$ cat src/rtl/multicycle_control.sv
`default_nettype none
// ============================================================================
// Module      : multicycle_control
// Description : Main control FSM for the multicycle MIPS core. Sequences
//               fetch/decode/execute/memory/writeback, drives every datapath
//               select and write enable, and stalls on memory wait states.
// Revision    : 1.0 - initial release
// ============================================================================
module multicycle_control (
  input  logic       clk,
  input  logic       reset,
  input  logic [5:0] opcode,
  input  logic       zero,
  input  logic       mem_ready,
  output logic       mem_req,
  output logic       mem_write,
  output logic       i_or_d,
  output logic       ir_write,
  output logic       pc_write,
  output logic [1:0] pc_src,
  output logic       alu_src_a,
  output logic [1:0] alu_src_b,
  output logic [1:0] alu_op,
  output logic       reg_write,
  output logic       reg_dst,
  output logic       mem_to_reg,
  output logic       illegal,
  output logic [3:0] state
);

  typedef enum logic [3:0] {
    S_FETCH    = 4'd0,
    S_DECODE   = 4'd1,
    S_MEMADR   = 4'd2,
    S_MEMREAD  = 4'd3,
    S_MEMWB    = 4'd4,
    S_MEMWRITE = 4'd5,
    S_EXECUTE  = 4'd6,
    S_ALUWB    = 4'd7,
    S_BRANCH   = 4'd8,
    S_ADDIEX   = 4'd9,
    S_ADDIWB   = 4'd10,
    S_JUMP     = 4'd11
  } state_t;

  localparam logic [5:0] c_OP_RTYPE = 6'b000000;
  localparam logic [5:0] c_OP_LW    = 6'b100011;
  localparam logic [5:0] c_OP_SW    = 6'b101011;
  localparam logic [5:0] c_OP_BEQ   = 6'b000100;
  localparam logic [5:0] c_OP_ADDI  = 6'b001000;
  localparam logic [5:0] c_OP_J     = 6'b000010;

  state_t r_state;
  state_t w_next;
  // Opcode is only looked at in DECODE, so MEMADR needs a remembered lw/sw flag.
  logic   r_is_store;

  // State register.
  always_ff @(posedge clk) begin
    if (reset) r_state <= S_FETCH;
    else       r_state <= w_next;
  end

  // Capture the load/store distinction while the opcode is valid in DECODE.
  always_ff @(posedge clk) begin
    if (reset)                  r_is_store <= 1'b0;
    else if (r_state == S_DECODE) r_is_store <= (opcode == c_OP_SW);
  end

  // Next-state and output decode; reset gates enables and shows FETCH selects.
  always_comb begin
    w_next     = S_FETCH;
    mem_req    = 1'b0;
    mem_write  = 1'b0;
    i_or_d     = 1'b0;
    ir_write   = 1'b0;
    pc_write   = 1'b0;
    pc_src     = 2'b00;
    alu_src_a  = 1'b0;
    alu_src_b  = 2'b00;
    alu_op     = 2'b00;
    reg_write  = 1'b0;
    reg_dst    = 1'b0;
    mem_to_reg = 1'b0;
    illegal    = 1'b0;

    case (r_state)
      S_FETCH: begin
        mem_req   = 1'b1;
        alu_src_b = 2'b01;
        ir_write  = mem_ready;
        pc_write  = mem_ready;
        w_next    = mem_ready ? S_DECODE : S_FETCH;
      end
      S_DECODE: begin
        alu_src_b = 2'b11;
        case (opcode)
          c_OP_RTYPE:      w_next = S_EXECUTE;
          c_OP_LW, c_OP_SW: w_next = S_MEMADR;
          c_OP_BEQ:        w_next = S_BRANCH;
          c_OP_ADDI:       w_next = S_ADDIEX;
          c_OP_J:          w_next = S_JUMP;
          default: begin
            w_next  = S_FETCH;
            illegal = 1'b1;
          end
        endcase
      end
      S_MEMADR: begin
        alu_src_a = 1'b1;
        alu_src_b = 2'b10;
        w_next    = r_is_store ? S_MEMWRITE : S_MEMREAD;
      end
      S_MEMREAD: begin
        mem_req = 1'b1;
        i_or_d  = 1'b1;
        w_next  = mem_ready ? S_MEMWB : S_MEMREAD;
      end
      S_MEMWB: begin
        reg_write  = 1'b1;
        mem_to_reg = 1'b1;
      end
      S_MEMWRITE: begin
        mem_req   = 1'b1;
        mem_write = 1'b1;
        i_or_d    = 1'b1;
        w_next    = mem_ready ? S_FETCH : S_MEMWRITE;
      end
      S_EXECUTE: begin
        alu_src_a = 1'b1;
        alu_op    = 2'b10;
        w_next    = S_ALUWB;
      end
      S_ALUWB: begin
        reg_write = 1'b1;
        reg_dst   = 1'b1;
      end
      S_BRANCH: begin
        alu_src_a = 1'b1;
        alu_op    = 2'b01;
        pc_src    = 2'b01;
        pc_write  = zero;
      end
      S_ADDIEX: begin
        alu_src_a = 1'b1;
        alu_src_b = 2'b10;
        w_next    = S_ADDIWB;
      end
      S_ADDIWB: begin
        reg_write = 1'b1;
      end
      S_JUMP: begin
        pc_write = 1'b1;
        pc_src   = 2'b10;
      end
      default: w_next = S_FETCH;
    endcase

    if (reset) begin
      mem_req    = 1'b0;
      mem_write  = 1'b0;
      ir_write   = 1'b0;
      pc_write   = 1'b0;
      reg_write  = 1'b0;
      illegal    = 1'b0;
      i_or_d     = 1'b0;
      pc_src     = 2'b00;
      alu_src_a  = 1'b0;
      alu_src_b  = 2'b01;
      alu_op     = 2'b00;
      reg_dst    = 1'b0;
      mem_to_reg = 1'b0;
    end
  end

  assign state = r_state;

endmodule
`default_nettype wire

$ cat config.mk
export PLATFORM = sky130hd
export DESIGN_NAME = multicycle_control
export DESIGN_NICKNAME = d
export VERILOG_FILES = /design/src/rtl/multicycle_control.sv
export SDC_FILE = /design/constraint.sdc
export NUM_CORES = 1
export LEC_CHECK = 0
export BUFFER_PORTS_ARGS = -buffer_cell sky130_fd_sc_hd__buf_4
export CAP_MARGIN = 10
export CORE_AREA = 3 3 40 42
export DETAILED_ROUTE_END_ITERATION = 10
export DIE_AREA = 0 0 43 45
export PLACE_DENSITY = 0.76
export SLEW_MARGIN = 5
export SYNTH_ARGS = -nofsm -noshare
export SYNTH_HDL_FRONTEND = slang
export SYNTH_SLANG_ARGS = --single-unit
$ cat constraint.sdc
create_clock -name clk -period 1.7 [get_ports clk]
set_input_delay 0.34 -clock clk [delete_from_list [all_inputs] [get_ports clk]]
set_output_delay 0.34 -clock clk [all_outputs]
set_load 0.05 [all_outputs]
==> flow_metrics.py, run 1 <==
metrics = {
    "run_status": {
        "status": "aborted with a tool error",
        "stop_stage": "clock tree synthesis (4_1_cts)",
        "firstError": "[ERROR DPL-0033] detailed placement checks failed during check placement.",
    },
    "floorplan": {
        "die_h_um": 45,
        "io_pins": 30,
        "num_rows": 13,
        "die_w_um": 43,
        "initial_core_util_pct": 43.3,
    },
    "clock_tree": {
        "h-tree-depth": 1,
        "root_buffer": "clkbuf_4",
        "clock_sinks": 5,
        "ctsResizeCount": 35,
        "clock_path_buffers": 2,
        "cts_buffers": 3,
        "post_cts_buffers": 6,
        "cts-hold-fix-buffers": 0,
    },
    "logic_synthesis": {
        "ys_types": 32,
        "netlist_instances": 86,
        "netlist_area_um2": 557,
        "ys_seq_area_share_pct": 18.0,
        "synth_warnings": 0,
        "synth_nets": 96,
        "synth-edff-count": 0,
        "avgSynthCellArea_um2": 6.47,
        "async_reset_ff_share_pct": 0,
        "synth-main-ff-cell": "dfxtp_1",
        "ys_ff_latch": 5,
    },
    "placed_design": {
        "port_buffers": 29,
        "detailed_place_hpwl_um": 1580,
        "gp_congestion": 0.860,
    },
}
## Yosys cell counts (3+ instances only)
cell type	count	area (um2)
clkbuf_1	4	15.0
nand3_1	3	15.0
o21ai_0	3	15.0
nand2_1	9	33.8
a21oi_1	9	45.0
dfxtp_1	5	100
nor3_1	10	50.1
nand2b_1	3	18.8
nor2_1	10	37.5
## through the flow
| step | worst slack, ns | std cells | hold WS (ns) | util [%] | instance area [um2] |
|---|---|---|---|---|---|
| after floorplan | -0.204 | 86 | 0.441 | - | 723 |
| after global placement | -0.124 | 141 | 0.468 | 82.1 | 1050 |
| after detailed placement | -0.138 | 141 | 0.499 | 82.1 | 1050 |
## kinds of logic after synthesis
group | count (synthesis) | share of synthesized area [%]
compound gates | 22 | 25.6
simple gates | 48 | 45.2
buf+inv | 7 | 4.94
flops | 5 | 18.0
xor+xnor | 4 | 6.29
==> run 2, diff against run 1 <==
CORE_AREA = 3 3 64 66   (was 3 3 40 42)
DIE_AREA = 0 0 67 69   (was 0 0 43 45)
PLACE_DENSITY = not set   (was 0.76)
PLACE_DENSITY_LB_ADDON = 0.15   (was not set)
==> run 2 against run 1 <==
Compared with the run above: the flow now finishes, with violations (negative setup slack); synthesized cell count unchanged; area after synthesis unchanged.
==> flow_metrics.py, run 2 <==
metrics = {
    "pwr": {
        "switching_share_pct": 31.0,
        "seq_power_share_pct": 21.3,
        "internal_power_mw": 0.382,
        "ir_worst_vdd_v": 0.000237,
        "clockPowerShare_pct": 38.6,
        "switchingPower_mw": 0.172,
        "p_leak_nw": 0.574,
        "p_per_area_nw_per_um2": 379,
        "comb_power_share_pct": 40.1,
    },
    "cells_and_area": {
        "final_common_cell": "buf_4",
        "fin_util_pct": 40.2,
        "multi_input_area_um2": 662,
        "mostFrequentLayoutCells": "buf_4, buf_6, nor2_4, a21oi_1, nand2_1",
        "drive_above_1_share_pct": 68.8,
        "synthToLayoutAreaGrowth_pct": 162,
        "fillers": 365,
        "layout.nets": 152,
        "insertedDiodeCount": 0,
        "largest_register_ffs": 4,
        "seq_area_um2": 115,
        "final_cells": 189,
    },
    "floorplan": {
        "num_rows": 22,
        "die_area_um2": 4620,
        "io_pins": 30,
        "die_h_um": 69,
        "core_um2": 3630,
        "die_w_um": 67,
        "initial_core_util_pct": 15.3,
    },
    "run_status": {
        "status": "complete, but fails checks",
        "violations": "negative setup slack",
    },
    "placed_design": {
        "place_inst": 175,
        "gp_congestion": 0.758,
        "detailed_place_hpwl_um": 1700,
        "port_buffers": 29,
    },
    "logic_synthesis": {
        "synth.area.top_cells": "dfxtp_1, nor3_1, a21oi_1, nor2_1, nand2_1",
        "synth.top_cells.by_count": "nor2_1, nor3_1, a21oi_1, nand2_1, dfxtp_1",
        "yosys.area.top_type_share_pct": 18.0,
        "async_reset_ff_share_pct": 0,
        "synth_top_area_cell": "dfxtp_1",
        "avgSynthCellArea_um2": 6.47,
        "synth_nets": 96,
        "netlist_area_um2": 557,
        "synth-edff-count": 0,
        "ys_types": 32,
        "ys_ff_latch": 5,
        "synth_warnings": 0,
        "netlist_instances": 86,
        "synth-main-ff-cell": "dfxtp_1",
        "ys_seq_area_share_pct": 18.0,
    },
    "critical_path": {
        "start_kind": "flop",
        "critical_path_arrival_ns": 1.56,
        "cp_max_fo": 3,
        "critPathBufInv": 1,
        "worstPathRequired_ns": 1.36,
        "cp_slowest_cell": "or4b_4",
        "cp_top_family": "simple AND/OR/NAND/NOR gates",
        "critPathKind": "reg -> out",
        "endpoint_kind": "primary output",
        "crit_path_max_incr_delay_ns": 0.57,
        "crit_chain": "or4b_4, nor4_4, and2_4, buf_8",
    },
    "sta": {
        "hold_ws_ns": 0.435,
        "finalCriticalPeriod_ns": 1.90,
        "slew_headroom_pct": 70.3,
        "timing.fmax_ghz": 0.526,
        "setup_viol": 5,
        "fin_crit_sh_pct": 112,
        "hold_viol": 0,
        "finalMaxSlewViolations": 0,
        "fin_ws_ns": -0.201,
        "rsz0062_at_grt": "true",
        "worst_pin_slew_ns": 0.442,
        "fin_skew_ns": 0.00115,
    },
    "global_routing": {
        "gr-usage-all-layers_pct": 10.6,
        "gr-total-overflow": 0,
        "antenna_found_initial": 0,
        "grt_max_degree": 16,
        "grt_pass1_wl_um": 3840,
        "grt_pass1_vias": 822,
    },
    "route": {
        "dr.first_iter.drc_count": 21,
        "drt_first_pass_iters": 4,
        "drtAntennaViolNets": 0,
        "wl_per_cell_um": 12.5,
        "dr_total_vias": 843,
        "drc_errors": 0,
        "drt-total-wl_um": 2360,
        "vias_per_cell": 4.46,
    },
    "clock_tree": {
        "clock_latency_ns": 0.22,
        "clock_sinks": 5,
        "cts-hold-fix-buffers": 0,
        "root_buffer": "clkbuf_8",
        "cts_buffers": 3,
        "clk_pin_slew_ns": 0.03,
        "cts_tree": "done",
        "h-tree-depth": 1,
        "clock_path_buffers": 2,
    },
    "run": {
        "drv_cap": 0,
    },
    "min_path": {
        "hold_path.class": "in -> reg",
    },
}
[run 2: cell counts after synthesis]
No cell type changed its count.
[run 2: final cells by class]
class | count | area share, %
multi-input combinational | 74 | 45.3
tap | 48 | 4.11
timing repair buffer | 56 | 39.0
sequential | 5 | 7.88
clock buffer | 4 | 3.08
inverter | 2 | 0.685
[run 2: kinds of logic after synthesis]
family | count (synthesis) | share of synthesized area (%)
AO/OA/AOI/OAI | 22 | 25.6
AND/OR/NAND/NOR | 48 | 45.2
flip-flops | 5 | 18.0
XOR/XNOR | 4 | 6.29
buffers and inverters | 7 | 4.94
[run 2: power groups by stage]
stage | clock, mW | sequential, mW | combinational (mW)
floorplan | 0 | 0.129 | 0.0974
global placement | 0 | 0.119 | 0.177
detailed placement | 0 | 0.119 | 0.177
CTS | 0.222 | 0.118 | 0.212
global route | 0.232 | 0.118 | 0.238
finish | 0.214 | 0.118 | 0.222
[run 2: through the flow]
step	setup WS (ns)	total power, mW	TNS, ns	cell area [um2]
6_report	-0.201	0.554	-0.462	1460
5_1_grt	-0.284	0.588	-0.935	1460
4_1_cts	-0.227	0.552	-0.508	1350
3_5_place_dp	-0.166	0.297	-0.166	1100
3_3_place_gp	-0.139	0.297	-0.139	1100
2_1_floorplan	-0.204	0.226	-0.376	723
[run 2: worst reg2reg max path, cell delays in order (launching register included)]
cell	delay (ns)
dfxtp_4	0.36
buf_6	0.10
clkbuf_16	0.13
or3b_2	0.43
o21ai_0	0.08
a32oi_1	0.12
a21oi_1	0.14
[run 2: final timing paths]
path,start,end,slack [ns],cells after the start
hold / removal,opcode[4],state[0],0.43,4
setup / recovery,state[2],illegal,-0.20,4
hold reg to reg,r_is_store,r_is_store,0.48,2
setup reg to reg,state[1],state[1],0.27,6
[run 2: what timing repair did]
item | CTS | global route
setup endpoints to repair | 14 | 13
pin swaps | 2 | 6
buffers inserted | 5 | 4
cloned | 0 | 1
gates resized for setup | 36 | 15
[run 2: metal layers]
metal	GRT usage [%]	routed length, um
met3	1.63	128
met1	13.9	1020
met2	17.2	1200
met4	3.38	6
met5	0	0
Power figures use the tool's default switching activity.
==> run 3, diff against run 2 <==
--- a/config.mk
+++ b/config.mk
@@ -13,2 +13,3 @@
 export PLACE_DENSITY_LB_ADDON = 0.15
+export REMOVE_ABC_BUFFERS = 1
 export SLEW_MARGIN = 5
==> constraint.sdc (replaced) <==
create_clock -name clk -period 1.7 [get_ports clk]
set_input_delay 0.255 -clock clk [delete_from_list [all_inputs] [get_ports clk]]
set_output_delay 0.255 -clock clk [all_outputs]
set_load 0.05 [all_outputs]
==> run 3 against run 2 <==
Compared with the run above: the flow still finishes with violations (negative setup slack); power shrank 8.4%; final cell count shrank 1.1%; die area is the same; sequential power grew 3%; worst setup slack gained 0.13 ns; critical path depth is the same.
==> flow_metrics.py, run 3 (synthesis gave the netlist of run 2 again) <==
metrics = {
    "sta": {
        "setup_viol": 1,
        "finalMaxSlewViolations": 0,
        "worst_pin_slew_ns": 0.528,
        "fin_crit_sh_pct": 104,
        "finalSetupTns_ns": -0.0752,
        "rsz0062_at_grt": "true",
        "finalCriticalPeriod_ns": 1.78,
        "fin_skew_ns": 0.000357,
        "hold_viol": 0,
        "slew_headroom_pct": 63.9,
        "fin_ws_ns": -0.0752,
        "timing.fmax_ghz": 0.563,
    },
    "critical_path": {
        "cp_max_fo": 2,
        "worstPathRequired_ns": 1.44,
        "critical_path_arrival_ns": 1.52,
        "start_kind": "flop",
        "critPathKind": "reg -> out",
        "endpoint_kind": "primary output",
    },
    "global_routing": {
        "antenna_found_initial": 0,
        "grt_pass1_wl_um": 3410,
        "grt_max_degree": 15,
        "gr-usage-all-layers_pct": 9.29,
        "gr-total-overflow": 0,
        "grt_pass1_vias": 751,
    },
    "cells_and_area": {
        "design_area_um2": 1170,
        "drive_above_1_share_pct": 56.1,
        "largest_register_ffs": 4,
        "fillers": 418,
        "mostFrequentLayoutCells": "buf_4, buf_6, nor2_1, a21oi_1, nand2_1",
        "layout.nets": 150,
        "synthToLayoutAreaGrowth_pct": 110,
        "multi_input_area_um2": 507,
        "seq_area_um2": 101,
        "final_common_cell": "buf_4",
        "insertedDiodeCount": 0,
    },
    "pwr": {
        "p_per_area_nw_per_um2": 435,
        "p_leak_nw": 0.509,
        "ir_worst_vdd_v": 0.000376,
    },
    "placed_design": {
        "detailed_place_hpwl_um": 1630,
        "port_buffers": 29,
        "post_dp_cell_area_um2": 905,
        "gp_congestion": 0.746,
    },
    "clock_tree": {
        "root_buffer": "clkbuf_8",
        "h-tree-depth": 1,
        "cts_buffers": 3,
        "cts-hold-fix-buffers": 0,
        "clock_sinks": 5,
        "cts_tree": "done",
        "clock_latency_ns": 0.21,
        "clock_path_buffers": 2,
        "clk_pin_slew_ns": 0.03,
    },
    "min_path": {
        "hold_path.class": "in -> reg",
    },
    "route": {
        "drt-total-wl_um": 2180,
        "drtAntennaViolNets": 0,
        "dr_total_vias": 822,
        "dr.first_iter.drc_count": 19,
        "vias_per_cell": 4.40,
        "drc_errors": 0,
        "drt_first_pass_iters": 4,
        "wl_per_cell_um": 11.7,
    },
    "floorplan": {
        "die_area_um2": 4620,
        "die_w_um": 67,
        "core_um2": 3630,
        "die_h_um": 69,
        "initial_core_util_pct": 15.3,
        "io_pins": 30,
        "num_rows": 22,
    },
    "run_status": {
        "status": "complete, but fails checks",
        "violations": "negative setup slack",
    },
    "run": {
        "drv_cap": 0,
    },
}
[run 3: cell types whose count changed in the layout (fill, tap and decap cells not counted), moves of 5 or more]
| cell | delta |
|---|---|
| buf_6 | -9 |
| buf_4 | +14 |
| nor2_4 | -8 |
| nor2_1 | +7 |
| nor3_4 | -5 |
[run 3: report_power, final]
part           switching, mW  internal [mW]  total (mW)
sequential           0.00133          0.120       0.122
combinational         0.0987         0.0782       0.177
clock                 0.0491          0.160       0.209
[run 3: repair_timing]
item / in CTS / in global routing
gates resized for setup: 8 / 19
buffers inserted: 6 / 7
setup endpoints to repair: 6 / 10
pin swaps: 3 / 3
[run 3: cell type report]
cell class	instances	share of cell area, %
clock buffer	4	3.86
timing repair buffer	54	37.9
tap	48	5.14
sequential	5	8.68
inverter	2	0.965
multi-input combinational	74	43.4
[run 3: worst max-delay path: stages (launching register included)]
cell	delay (ns)
dfxtp_2	0.31
or4b_4	0.55
nor4_2	0.12
and2_1	0.16
buf_6	0.16
[run 3: final timing paths]
path / from / to / slack, ns / cells past startpoint
hold / removal: reset / r_is_store / 0.32 / 2
hold reg to reg: r_is_store / r_is_store / 0.47 / 2
setup reg to reg: state[1] / state[1] / 0.21 / 6
setup / recovery: state[2] / illegal / -0.08 / 4
[run 3: through the flow]
stage	hold slack [ns]	utilization, %	worst slack (ns)	total power, mW	std cells
detailed placement	0.474	24.9	-0.0336	0.273	170
finish	0.318	32.1	-0.0752	0.508	187
CTS	0.305	28.5	-0.109	0.502	180
floorplan	0.324	-	-0.970	0.204	81
global placement	0.461	24.9	-0.0150	0.273	170
global route	0.330	32.1	-0.113	0.542	187
[run 3: layer usage]
layer	routed length, um	vias up	GRT usage, %
met5	0	-	0
met4	27	0	4.05
met3	171	2	0.977
met2	1050	31	15.4
met1	932	370	11.8
li1	-	419	-
